<file path="config.mk">
export PLATFORM = sky130hd
export DESIGN_NAME = ascii_sum_ctrl
export DESIGN_NICKNAME = d
export VERILOG_FILES = /design/src/rtl/ascii_sum_ctrl.sv
export SDC_FILE = /design/constraint.sdc
export NUM_CORES = 1
export LEC_CHECK = 0
export CAP_MARGIN = 30
export CELL_PAD_IN_SITES_DETAIL_PLACEMENT = 1
export CELL_PAD_IN_SITES_GLOBAL_PLACEMENT = 2
export CORE_UTILIZATION = 37
export CTS_CLUSTER_DIAMETER = 50
export DETAILED_ROUTE_END_ITERATION = 10
export PLACE_DENSITY_LB_ADDON = 0.12
export SLEW_MARGIN = 5
export SYNTH_ARGS = -nofsm -noshare
export SYNTH_HDL_FRONTEND = slang
export SYNTH_SLANG_ARGS = --single-unit
</file>
<file path="constraint.sdc">
create_clock -name clk -period 2.4 [get_ports clk]
set_clock_uncertainty 0.15 [all_clocks]
set_input_delay 0.48 -clock clk [delete_from_list [all_inputs] [get_ports clk]]
set_output_delay 0.48 -clock clk [all_outputs]
set_load 0.01 [all_outputs]
</file>
<file path="src/rtl/ascii_sum_ctrl.sv">
// Sequencer for the ASCII adder: collects A/B tens and units digits and drives a shared
// ASCII->binary converter for each operand, then adds. Optional macro SUM_ASCII_EN adds the sum's ASCII digits.
module ascii_sum_ctrl #(
  parameter int unsigned CHAR_W    = 7,
  parameter int unsigned CONV_WAIT = 1
) (
  input  logic              clk,
  input  logic              rst_n,
  input  logic [CHAR_W-1:0] char_in_i,
  input  logic              char_valid_i,
  output logic              char_ready_o,
  output logic [CHAR_W-1:0] conv_au_o,
  output logic [CHAR_W-1:0] conv_ad_o,
  input  logic [6:0]        conv_bin_i,
  output logic [7:0]        sum_o,
  output logic              sum_valid_o,
  input  logic              sum_ready_i,
  output logic              char_err_o
`ifdef SUM_ASCII_EN
  ,
  output logic [CHAR_W-1:0] sum_ascii_h_o,
  output logic [CHAR_W-1:0] sum_ascii_t_o,
  output logic [CHAR_W-1:0] sum_ascii_u_o
`endif
);

  localparam int unsigned BIN_W = 7;
  localparam int unsigned SUM_W = 8;
  localparam int unsigned CNT_W = (CONV_WAIT > 1) ? $clog2(CONV_WAIT) : 1;

  typedef enum logic [2:0] {
    ST_A_TENS,
    ST_A_UNITS,
    ST_B_TENS,
    ST_B_UNITS,
    ST_CONV_A,
    ST_CONV_B,
    ST_ADD,
    ST_DONE
  } state_e;

  state_e            state_q, state_d;
  logic [CNT_W-1:0]  cnt_q, cnt_d;
  logic [CHAR_W-1:0] a_tens_q, a_tens_d, a_units_q, a_units_d;
  logic [CHAR_W-1:0] b_tens_q, b_tens_d, b_units_q, b_units_d;
  logic [BIN_W-1:0]  a_bin_q, a_bin_d, b_bin_q, b_bin_d;
  logic [CHAR_W-1:0] conv_au_q, conv_au_d, conv_ad_q, conv_ad_d;
  logic [SUM_W-1:0]  sum_q, sum_d;
  logic              sum_valid_q, sum_valid_d;
  logic              char_ready_q, char_ready_d;
  logic              char_err_q, char_err_d;

  logic              xfer_c;
  logic              legal_c;
  logic              wait_done_c;
  logic [SUM_W-1:0]  sum_add_c;

  assign xfer_c      = char_valid_i & char_ready_q;
  assign legal_c     = (char_in_i >= CHAR_W'('h30)) && (char_in_i <= CHAR_W'('h39));
  assign wait_done_c = (cnt_q == CNT_W'(CONV_WAIT - 1));
  assign sum_add_c   = SUM_W'(a_bin_q) + SUM_W'(b_bin_q);

  // State and datapath registers
  always_ff @(posedge clk or negedge rst_n) begin
    if (!rst_n) begin
      state_q      <= ST_A_TENS;
      cnt_q        <= '0;
      a_tens_q     <= '0;
      a_units_q    <= '0;
      b_tens_q     <= '0;
      b_units_q    <= '0;
      a_bin_q      <= '0;
      b_bin_q      <= '0;
      conv_au_q    <= CHAR_W'('h30);
      conv_ad_q    <= CHAR_W'('h30);
      sum_q        <= '0;
      sum_valid_q  <= 1'b0;
      char_ready_q <= 1'b0;
      char_err_q   <= 1'b0;
    end else begin
      state_q      <= state_d;
      cnt_q        <= cnt_d;
      a_tens_q     <= a_tens_d;
      a_units_q    <= a_units_d;
      b_tens_q     <= b_tens_d;
      b_units_q    <= b_units_d;
      a_bin_q      <= a_bin_d;
      b_bin_q      <= b_bin_d;
      conv_au_q    <= conv_au_d;
      conv_ad_q    <= conv_ad_d;
      sum_q        <= sum_d;
      sum_valid_q  <= sum_valid_d;
      char_ready_q <= char_ready_d;
      char_err_q   <= char_err_d;
    end
  end

  // Next-state and output decode; converter inputs are loaded on entry to each CONV state
  always_comb begin
    state_d     = state_q;
    cnt_d       = cnt_q;
    a_tens_d    = a_tens_q;
    a_units_d   = a_units_q;
    b_tens_d    = b_tens_q;
    b_units_d   = b_units_q;
    a_bin_d     = a_bin_q;
    b_bin_d     = b_bin_q;
    conv_au_d   = conv_au_q;
    conv_ad_d   = conv_ad_q;
    sum_d       = sum_q;
    sum_valid_d = sum_valid_q;
    char_err_d  = 1'b0;

    case (state_q)
      ST_A_TENS, ST_A_UNITS, ST_B_TENS, ST_B_UNITS: begin
        if (xfer_c && !legal_c) begin
          char_err_d = 1'b1;
          state_d    = ST_A_TENS;
        end else if (xfer_c) begin
          case (state_q)
            ST_A_TENS: begin
              a_tens_d = char_in_i;
              state_d  = ST_A_UNITS;
            end
            ST_A_UNITS: begin
              a_units_d = char_in_i;
              state_d   = ST_B_TENS;
            end
            ST_B_TENS: begin
              b_tens_d = char_in_i;
              state_d  = ST_B_UNITS;
            end
            default: begin
              b_units_d = char_in_i;
              conv_ad_d = a_tens_q;
              conv_au_d = a_units_q;
              state_d   = ST_CONV_A;
            end
          endcase
        end
      end
      ST_CONV_A: begin
        if (wait_done_c) begin
          cnt_d     = '0;
          a_bin_d   = conv_bin_i;
          conv_ad_d = b_tens_q;
          conv_au_d = b_units_q;
          state_d   = ST_CONV_B;
        end else begin
          cnt_d = cnt_q + CNT_W'(1);
        end
      end
      ST_CONV_B: begin
        if (wait_done_c) begin
          cnt_d   = '0;
          b_bin_d = conv_bin_i;
          state_d = ST_ADD;
        end else begin
          cnt_d = cnt_q + CNT_W'(1);
        end
      end
      ST_ADD: begin
        sum_d       = sum_add_c;
        sum_valid_d = 1'b1;
        state_d     = ST_DONE;
      end
      ST_DONE: begin
        if (sum_valid_q && sum_ready_i) begin
          sum_valid_d = 1'b0;
          state_d     = ST_A_TENS;
        end
      end
      default: state_d = ST_A_TENS;
    endcase

    char_ready_d = (state_d == ST_A_TENS) || (state_d == ST_A_UNITS) ||
                   (state_d == ST_B_TENS) || (state_d == ST_B_UNITS);
  end

  assign char_ready_o = char_ready_q;
  assign conv_au_o    = conv_au_q;
  assign conv_ad_o    = conv_ad_q;
  assign sum_o        = sum_q;
  assign sum_valid_o  = sum_valid_q;
  assign char_err_o   = char_err_q;

`ifdef SUM_ASCII_EN
  logic [SUM_W-1:0]  dig_h_c, dig_t_c, dig_u_c;
  logic [CHAR_W-1:0] asc_h_q, asc_t_q, asc_u_q;

  assign dig_h_c = sum_add_c / SUM_W'(100);
  assign dig_t_c = (sum_add_c % SUM_W'(100)) / SUM_W'(10);
  assign dig_u_c = sum_add_c % SUM_W'(10);

  // Decimal digits of the sum, captured alongside the binary sum
  always_ff @(posedge clk or negedge rst_n) begin
    if (!rst_n) begin
      asc_h_q <= CHAR_W'('h30);
      asc_t_q <= CHAR_W'('h30);
      asc_u_q <= CHAR_W'('h30);
    end else if (state_q == ST_ADD) begin
      asc_h_q <= CHAR_W'(dig_h_c) + CHAR_W'('h30);
      asc_t_q <= CHAR_W'(dig_t_c) + CHAR_W'('h30);
      asc_u_q <= CHAR_W'(dig_u_c) + CHAR_W'('h30);
    end
  end

  assign sum_ascii_h_o = asc_h_q;
  assign sum_ascii_t_o = asc_t_q;
  assign sum_ascii_u_o = asc_u_q;
`endif

endmodule

</file>
# Word-level counts from Yosys, hierarchy flattened

Cells that the tools add are included.
Widths: inputs -> output; s select.

Flip-flop bits (word level): 71
Input bits: 18
Logic and storage cells: 81

Add/subtract/negate cells: 2
Magnitude comparators: 2
Eq/ne operators: 15
Muxes and demuxes: 22
Bitwise gates (word level): 4
Reduce and logical (&&, ||, !) cells: 22

Operators by type and width:

| operator           | count |
|---|---|
| $mux 7             | 8 |
| $pmux 7 s2         | 2 |
| $reduce_and 4->1   | 4 |
| $mux 3             | 5 |
| $pmux 3 s5         | 1 |
| $eq 3x2->1 const B | 4 |
| $eq 3x3->1 const B | 4 |
| $ne 2x2->1 const B | 5 |
| $pmux 3 s3         | 1 |
| $add 7x7->8        | 1 |
| $ge 7x6->1 const B | 1 |
| $le 7x6->1 const B | 1 |
| $eq 3x1->1 const B | 2 |
| $logic_not 3->1    | 2 |
| $reduce_and 2->1   | 3 |
| $reduce_and 5->1   | 1 |
| $mux 1             | 4 |
| $reduce_bool 2->1  | 2 |
| $reduce_or 4->1    | 1 |
| $logic_and 1x1->1  | 3 |
| $logic_or 1x1->1   | 3 |
| $not 1->1          | 3 |
| $reduce_or 3->1    | 1 |
| $pmux 1 s2         | 1 |
| 4 further kinds    | 4 |

# Depth between registers and ports, before layout

Gate-level depths: netlist (run 1).

Depth after elaboration: 10
Gate-level depth with buffers: 7
Gate-level depth less buffers: 7

# Least setup slack after synthesis (run 1)

No wires, ideal clock.

Path kind: reg-to-reg
From: register a_bin_q[0]
To: register sum_q[6] (netlist: sum_o[6])
Library setup time: 69 ps
Arrival: 1,655 ps
Data required time: 2,181 ps
Slack: 526 ps
Stages on the path, launching flop included: 8
Buffers on the path: 0
Period minus slack after synthesis: 1,874 ps
Cells stage by stage: dfrtp_1 ha_1 inv_1 fa_1 nor2b_1 o31a_1 or4_1 nand3_1

Longest elaborated chain between the ends: 1

Ends and longest elaborated chain:

| element                  | line | RTL |
|---|---|---|
| start: declaration       | 46   | `logic [BIN_W-1:0] a_bin_q, a_bin_d, b_bin_q, b_bin_d;` |
| start signal: assignment | 87   | `a_bin_q <= a_bin_d;` |
| $add 7x7->8              | 61   | `assign sum_add_c = SUM_W'(a_bin_q) + SUM_W'(b_bin_q);` |
| end signal: assignment   | 91   | `sum_q <= sum_d;` |
| end: declaration         | 48   | `logic [SUM_W-1:0] sum_q, sum_d;` |

No other way between the ends.
A chain may end at the register's enable or synchronous reset.

# Worst setup path after layout (run 1)

From: register conv_ad_q[5] (netlist: conv_ad_o[5])
To: output conv_ad_o[5]

RTL lines:

| element                  | line | RTL |
|---|---|---|
| start: declaration       | 47   | `logic [CHAR_W-1:0] conv_au_q, conv_au_d, conv_ad_q, conv_ad_d;` |
| start signal: assignment | 75   | `conv_ad_q <= CHAR_W'('h30);` |
| start signal: assignment | 90   | `conv_ad_q <= conv_ad_d;` |
| end: declaration         | 13   | `output logic [CHAR_W-1:0] conv_ad_o,` |

No word-level cell between the ends.

==> results, run 1 <==
- In the synthesized netlist the dominant register cell turns out to be sky130_fd_sc_hd__dfrtp_1.
- The number of vias in the routed layout is 2053.
- The combinational power share is approximately 23%.
- The arrival time at the worst endpoint is approximately 1.4 ns.
- The type of element capturing the critical path is a primary output.
- The flow ran to the end, but the final reports show violations.
- In the global route stage, overall resource usage came out at around 16%.
- The cell area after layout is 0.00396 mm².
- The Yosys step of the flow raised 0 warnings.
- Routability-driven placement finished with a final weighted congestion of 0.739.
- The number of design-rule violations left by the first detailed-router iteration is 79.
- The analysis attributes to cell leakage a power of around 0.0018 µW.
- The area growth from synthesis to layout is 23.6%.
- The path depth of the worst reg2reg path is 7.
- The post-cts gate resize count is 0.
- The ratio of cells with drive above 1 in the final layout is a little over a fifth.
- The number of maximum-capacitance violations is 0.
- The width of the chip is 95.0 µm.
- The reg-to-reg critical path endpoint is sum_o[6]$_DFFE_PN0P_.
- The clock tree synthesis step divided the H-tree into 3 levels.
- The most common library cell in the layout ignoring fill and taps is sky130_fd_sc_hd__dfrtp_1.
- The number of detailed-routing iterations run before antenna repair is 3.
- Of all nets on the critical path, the largest fanout is 2.
- Registers are responsible for between 40% and 50% of the overall power.
- The number of nets handed over by synthesis was 280.
- The synthesized netlist occupies a cell area of around 0.0032 mm².
- The number of cells on the critical path is 1.
- Setup repair after global routing left no endpoint under its margin.
- The source of the worst register-to-register timing path is a_bin_q[0]$_DFFE_PN0P_.
- The aggregate routed wire length is 6340 µm.
- The largest vdd supply drop is 0.294 mV.
- The critical path goes through clkdlybuf4s50_1.
- The cell with the largest stage delay on the worst path is sky130_fd_sc_hd__dfstp_2.
- The worst-skew pair later-pin latency is approximately 0.34 ns.
- The pin count of the biggest net entering global routing is 71.
- The cell accounting for the most synthesized area is sky130_fd_sc_hd__dfrtp_1.
- The routed wire length per instance is between 15 and 20 µm.
- Hold timing on the final database bottoms out at a slack of -0.00497 ns.
- Summed over its instances, the top area cell type makes up between 50 and 60% of the synthesized netlist area.
- The proportion of synthesized flip-flops having asynchronous set or reset is 100%.
- The top cell types in the final layout, fill and taps aside, are 66 x sky130_fd_sc_hd__dfrtp_1, 41 x sky130_fd_sc_hd__clkdlybuf4s50_1, 28 x sky130_fd_sc_hd__nand2_1.
- The initial core utilization is between 30% and 40%.
- The floorplan has 33 rows.
- The die outline area is around 0.009 mm².
- In this run, the clock network consumes between 20% and 30% of the power.
- The number of hold violations in the final report is 4.
- The worst setup path endpoint is conv_ad_o[5].
- The global-route wire length before repair is between 10000 and 15000 µm.
- The highest clock rate is roughly 490 MHz.
- The critical path starts at conv_ad_o[5]$_DFFE_PN1P_.
- The slew of the pin with the lowest slew margin is just under 0.5 ns.
- The number of instances in the synthesized netlist is ~250.
- Of the available clock period, the critical path in the final layout requires approximately 85%.
- Once detailed placement completed, the half-perimeter wirelength came to 4590 µm.
- Once layout is complete, the utilization of the core stands at 47.7%.
- The internal power of the cells totals ~2100 µW.
- For this run, design rule violations remaining after detail routing come to 0.
- The instance count after placement with tap cells included is 404.
- The number of nets with antenna violations after routing is 0.
- The total placed instance area is approximately 0.0038 mm².
- The worst pin sits at a relative slew slack of slightly below 70%.
- The number of buffers and inverters on the critical path is 1.
- STA classifies the critical path startpoint as a flip-flop.
- The share of the Yosys chip area taken by registers is 54.9%.
- The initial antenna violation count was 0.
- The layout net count is around 340.
- The number of global-route vias before repair came to roughly 2200.
- The checks that failed: hold timing.
- 43 I/O pins were placed.
- The number of flip-flops under the largest register name is 8.
- The number of buffers inserted to repair setup after CTS is 0.
- The number of flip-flops and latches in the synthesized netlist is 70.
- Yosys attributes the largest share of cell area to sky130_fd_sc_hd__dfrtp_1 52%, sky130_fd_sc_hd__mux2_2 6.3%, sky130_fd_sc_hd__mux2i_1 4.7%.
- The standard cell core area is approximately 0.0083 mm².
- The dominant delay contributor by cell family on the critical path is flip-flops.
- The power density relative to cell area is 750 mW/mm².
- The clock tree from TritonCTS is done.
- The clock root buffer is sky130_fd_sc_hd__clkbuf_8.
- For this design the total switching power over the nets is roughly 850 µW.
- In this run the vertical extent of the chip is between 90 and 100 µm.
- The antenna diode count is 0.
- The critical path in this run is classified as flip-flop to primary output.
- The register-to-register setup slack is roughly 0.38 ns.
- The delay contributed by the slowest stage of the critical path is approximately 0.54 ns.
- The via density per instance is 4.89.
- The number of clock buffers added by TritonCTS is 9.
- The max-slew violation total from the final report was 0.
- The buffer levels on the longest clock path is 2.
- The total overflow left after global routing is 0.
- After layout, the minimum clock period comes to 2.05 ns.
- At the worst endpoint, the required time is between 1.5 and 2 ns.
- Averaged over all synthesized cells, the footprint is 12.6 µm².
- The number of standard cells in the final layout excluding fillers is 420.
- The clock transition at the registers of the reported paths is 0.08 ns.
- The cts-stage hold buffer count is 0.
- Of the total power, the share spent switching nets is 28.6%.
- Synthesis instantiated 44 different standard cells from the library.
- Counting the fill cells in the layout gives between 800 and 900.
- The synthesized design contains 0 enable-type register cells.
- Setup total negative slack on the finished layout was measured at 0 ns.
- The min-delay analysis places its worst path in the category input pin to async pin.
- The total clock sinks is 70.
- The number of port buffers is 42.
- Setup violations remaining at the end of the flow were counted as 0.
## area by class of cell
| class | count | area [µm²] | share of cell area (%) |
|---|---|---|---|
| flip-flops and latches | 70 | 1760 | 44.4 |
| multi-input cells | 173 | 1370 | 34.6 |
| repair buffers | 53 | 510 | 12.9 |
| clock buffers | 11 | 141 | 3.57 |
| well taps | 105 | 131 | 3.32 |
| clock inverters | 5 | 35.0 | 0.886 |
| inverters | 3 | 11.3 | 0.285 |
## kinds of logic (layout without fill, tap and decap cells)
family | Yosys count | in the layout | synth area share [%]
adders and majority gates | 8 | 8 | 3.36
muxes | 44 | 44 | 15.8
xor gates and xnor gates | 1 | 1 | 0.274
and+or+nand+nor | 76 | 76 | 14.5
AOI/OAI and AO/OA | 44 | 44 | 8.84
buffers and inverters | 11 | 72 | 2.31
DFF | 70 | 70 | 54.9
## worst min-delay path by stage
stage,slack (ns),startpoint,cells past startpoint,to
after floorplan,0.03,rst_n,0,a_bin_q[0]$_DFFE_PN0P_
after global placement,0.30,b_units_q[4]$_DFFE_PN0P_,1,b_units_q[4]$_DFFE_PN0P_
after detailed placement,0.30,a_tens_q[5]$_DFFE_PN0P_,1,a_tens_q[5]$_DFFE_PN0P_
after CTS,0.007,rst_n,2,sum_o[1]$_DFFE_PN0P_
after global routing,0.02,rst_n,2,sum_o[1]$_DFFE_PN0P_
final,-0.005,rst_n,2,sum_o[1]$_DFFE_PN0P_
## cells in the mapped netlist, types with 4 or more instances
library cell / n
sky130_fd_sc_hd__dfstp_2: 4
sky130_fd_sc_hd__buf_4: 4
sky130_fd_sc_hd__a211oi_1: 6
sky130_fd_sc_hd__mux2_2: 18
sky130_fd_sc_hd__nor2_1: 7
sky130_fd_sc_hd__mux2_4: 8
sky130_fd_sc_hd__nand2b_1: 10
sky130_fd_sc_hd__o21ai_0: 10
sky130_fd_sc_hd__o21ai_1: 14
sky130_fd_sc_hd__ha_1: 7
sky130_fd_sc_hd__mux2i_1: 15
sky130_fd_sc_hd__nor3b_1: 4
sky130_fd_sc_hd__and2_1: 6
sky130_fd_sc_hd__nand2_1: 28
sky130_fd_sc_hd__dfrtp_1: 66
sky130_fd_sc_hd__a21oi_1: 4
sky130_fd_sc_hd__nand3_1: 4
## power by group through the flow
| stage | clock network [µW] | registers, µW | logic (µW) |
|---|---|---|---|
| floorplan | 0 | 1470 | 396 |
| global placement | 0 | 1470 | 662 |
| detailed placement | 0 | 1480 | 680 |
| CTS | 888 | 1460 | 682 |
| global route | 936 | 1480 | 751 |
| finish | 848 | 1450 | 666 |
## routing by layer
layer / share of wire [%] / global-route usage [%] / wire (µm)
met5: 0 / 0 / 0
met4: 1.4 / 5.30 / 91
met3: 3.5 / 4.67 / 221
met2: 50 / 28.1 / 3180
met1: 45 / 19.2 / 2840
## through the flow
step	power, µW	worst slack, ns	hold slack [ns]
global placement	2130	0.152	0.299
detailed placement	2160	0.109	0.303
CTS	3030	0.321	0.00722
floorplan	1870	0.526	0.0344
finish	2970	0.354	-0.00497
global route	3160	0.267	0.0169
Power figures use the tool's default switching activity.
==> run 2: changes to the inputs <==
--- a/config.mk
+++ b/config.mk
@@ -6,11 +6,10 @@
 export NUM_CORES = 1
 export LEC_CHECK = 0
 export CAP_MARGIN = 30
-export CELL_PAD_IN_SITES_DETAIL_PLACEMENT = 1
-export CELL_PAD_IN_SITES_GLOBAL_PLACEMENT = 2
-export CORE_UTILIZATION = 37
+export CORE_UTILIZATION = 45
 export CTS_CLUSTER_DIAMETER = 50
 export DETAILED_ROUTE_END_ITERATION = 10
+export GPL_TIMING_DRIVEN = 0
 export PLACE_DENSITY_LB_ADDON = 0.12
 export SLEW_MARGIN = 5
 export SYNTH_ARGS = -nofsm -noshare
==> constraint.sdc (replaced) <==
create_clock -name clk -period 2.6 [get_ports clk]
set_clock_uncertainty 0.15 [all_clocks]
set_input_delay 0.52 -clock clk [delete_from_list [all_inputs] [get_ports clk]]
set_output_delay 0.52 -clock clk [all_outputs]
set_load 0.01 [all_outputs]
==> results, run 2 (synthesis gave the netlist of run 1 again) <==
- The flow ran to the end, and the final reports show no timing, DRC or antenna violations.
- Of all nets on the critical path, the largest fanout is 2.
- The region available for standard cell placement spans around 0.0068 mm².
- The die covers ~0.0075 mm².
- The highest clock rate is 486 MHz.
- For the pin with the worst max-slew slack, the measured transition is approximately 0.42 ns.
- The clock transition at the registers of the reported paths is around 0.07 ns.
- The global-route wire length before repair is 9690 µm.
- The final weighted congestion of routability-driven global placement is between 0.7 and 0.8.
- The finished cells cover between 0.004 and 0.005 mm².
- The routed wire length per instance is ~14 µm.
- The detailed router finished its first iteration with 62 violations.
- Walking the worst path, the cells encountered are clkdlybuf4s50_1.
- For this design the static power due to leakage is 0.00189 µW.
- The number of nets with antenna violations after routing is 0.
- The post-cts gate resize count is 0.
- The later pin in the worst-skew pair is clocked with a latency of roughly 0.34 ns.
- STA puts the critical path data arrival time at 1.39 ns.
- The top-level I/O count is 43.
- Global routing finished with a remaining overflow of 0.
- In the layout the commonest cells are 66 x sky130_fd_sc_hd__dfrtp_1, 41 x sky130_fd_sc_hd__clkdlybuf4s50_1, 28 x sky130_fd_sc_hd__nand2_1.
- Global routing consumed, over all layers together, around 18% of the routing resources.
- The initial antenna violation count is 0.
- The slowest stage of the critical path is the sky130_fd_sc_hd__dfstp_2 cell.
- The number of global-route vias before repair is 2001.
- The width of the chip is ~86 µm.
- Compared with the post-synthesis result, the final layout area differs by 25.7%.
- In this run the tightest slew margin relative to its limit is a little under three quarters.
- The clock root buffer is sky130_fd_sc_hd__clkbuf_8.
- 0 antenna diodes ended up in the layout.
- The pin count of the biggest net entering global routing is between 40 and 50.
- After detailed routing, the number of vias per cell comes to 4.95.
- VDD sags by at most slightly above 0.4 mV.
- STA classifies the critical path endpoint as a primary output.
- The number of flip-flops under the largest register name is 8.
- Setup repair after global routing left no endpoint under its margin.
- The number of buffers created by CTS is 9.
- The post-detailed-placement half-perimeter wirelength is 4100 µm.
- The layout net count is between 300 and 400.
- The cell row count is 30.
- The number of vias in the routed layout is 2028.
- The delay contributed by the slowest stage of the critical path is 0.53 ns.
- TritonCTS built the clock tree.
- The number of buffers and inverters on the critical path is 1.
- The total area of multi-input combinational cells is about 0.0014 mm².
- The count of final setup violators is 0.
- The die is 86.3 µm tall.
- The H-tree was split into 3 levels.
- The number of hold violations in the final report is 0.
- The kind of start point of the critical path is a flip-flop.
- Wires add up to ~5900 µm.
- The post-route total power is between 3000 and 4000 µW.
- The dominant delay contributor by cell family on the critical path is flip-flops.
- The critical path is of the flip-flop to primary output type.
- After layout, the worst path uses between 70% and 80% of the clock period.
- The number of maximum-capacitance violations is 0.
- The number of inserted filler cells in the final layout is just under 600.
- The number of port buffers is between 40 and 50.
- For this design the ratio of total power to cell area is ~750 mW/mm².
- The buffer levels on the longest clock path is 2.
- The combined flip-flop and latch cell area is about 0.0018 mm².
- The class of the most critical hold timing path is flip-flop to flip-flop.
- The most common library cell in the layout ignoring fill and taps is sky130_fd_sc_hd__dfrtp_1.
- The post-layout minimum cycle time is about 2.1 ns.
- The max-slew violation total from the final report was 0.
- After detailed placement, the total cell area comes to around 0.0038 mm².
- In the final layout, the share of cells above drive strength 1 is around a fifth.
- The total clock sinks is 70.
- After detailed routing, the number of remaining DRC violations is 0.
- STA puts the critical path data required time at about 1.9 ns.
- The number of detailed-routing iterations run before antenna repair is 4.
- The initial core utilization is a little under half.
[run 2: cell types whose count changed in the layout (fill, tap and decap cells not counted), moves of 2 or more]
cell                         delta
sky130_fd_sc_hd__buf_4          -5
sky130_fd_sc_hd__buf_6          +2
sky130_fd_sc_hd__bufinv_16      +3
sky130_fd_sc_hd__clkinvlp_4     -4
[run 2: routing by layer]
layer / global-route usage (%) / part of all wire, % / vias up
met2: 27.3 / 46 / 33
met4: 9.55 / 2.4 / 0
met5: 0 / 0 / -
met1: 23.1 / 48 / 975
li1: - / - / 1009
met3: 4.38 / 3.4 / 11
[run 2: final timing paths]
| check | startpoint | depth (start not counted) | end | slack [ns] |
|---|---|---|---|---|
| max | conv_au_o[5]$_DFFE_PN1P_ | 1 | conv_au_o[5] | 0.54 |
| min | b_tens_q[5]$_DFFE_PN0P_ | 1 | b_tens_q[5]$_DFFE_PN0P_ | 0.32 |
| min in group asynchronous | rst_n | 2 | state_q[1]$_DFF_PN0_ | 0.49 |
| min reg2reg | b_tens_q[5]$_DFFE_PN0P_ | 1 | b_tens_q[5]$_DFFE_PN0P_ | 0.32 |
| max reg2reg | a_bin_q[0]$_DFFE_PN0P_ | 7 | sum_o[6]$_DFFE_PN0P_ | 0.60 |
| max in group asynchronous | rst_n | 3 | conv_ad_o[5]$_DFFE_PN1P_ | 1.21 |
[run 2: area by class of cell]
cell class	instances	area share, %
plain buffers	8	1.56
clock buffers	10	3.42
clock inverters	6	2.71
inverters	3	0.280
multi-input cells	173	34.1
flip-flops and latches	70	43.7
well taps	96	2.99
repair buffers	44	11.3
[run 2: power by group]
part / switching, µW / total [µW] / internal, µW
Sequential: 76.6 / 1330 / 1250
Combinational: 286 / 619 / 333
Clock: 405 / 1070 / 662
[run 2: metrics by stage]
step | hold slack, ns | setup TNS, ns | worst slack (ns) | utilization [%] | instances
2_1_floorplan | 0.0744 | 0 | 0.726 | - | 254
3_3_place_gp | 0.298 | -104.85 | -1.55 | 54.8 | 392
3_5_place_dp | 0.304 | 0 | 0.192 | 55.1 | 393
4_1_cts | 0.321 | 0 | 0.516 | 58.9 | 410
5_1_grt | 0.330 | 0 | 0.489 | 58.9 | 410
6_report | 0.315 | 0 | 0.541 | 58.9 | 410
[run 2: worst reg2reg max path, delay by kind of cell (launching register included)]
| kind | cells | cell delay [ns] |
|---|---|---|
| buffers and inverters | 1 | 0.08 |
| adder cells (fa/ha/maj) | 2 | 0.42 |
| AND/OR/NAND/NOR | 3 | 0.63 |
| AO/OA/AOI/OAI | 1 | 0.27 |
| flip-flops | 1 | 0.39 |
[run 2: what timing repair did]
item	4_1_cts	5_1_grt
buffers inserted	0	0
hold buffers	1	0
hold endpoints to repair	24	0
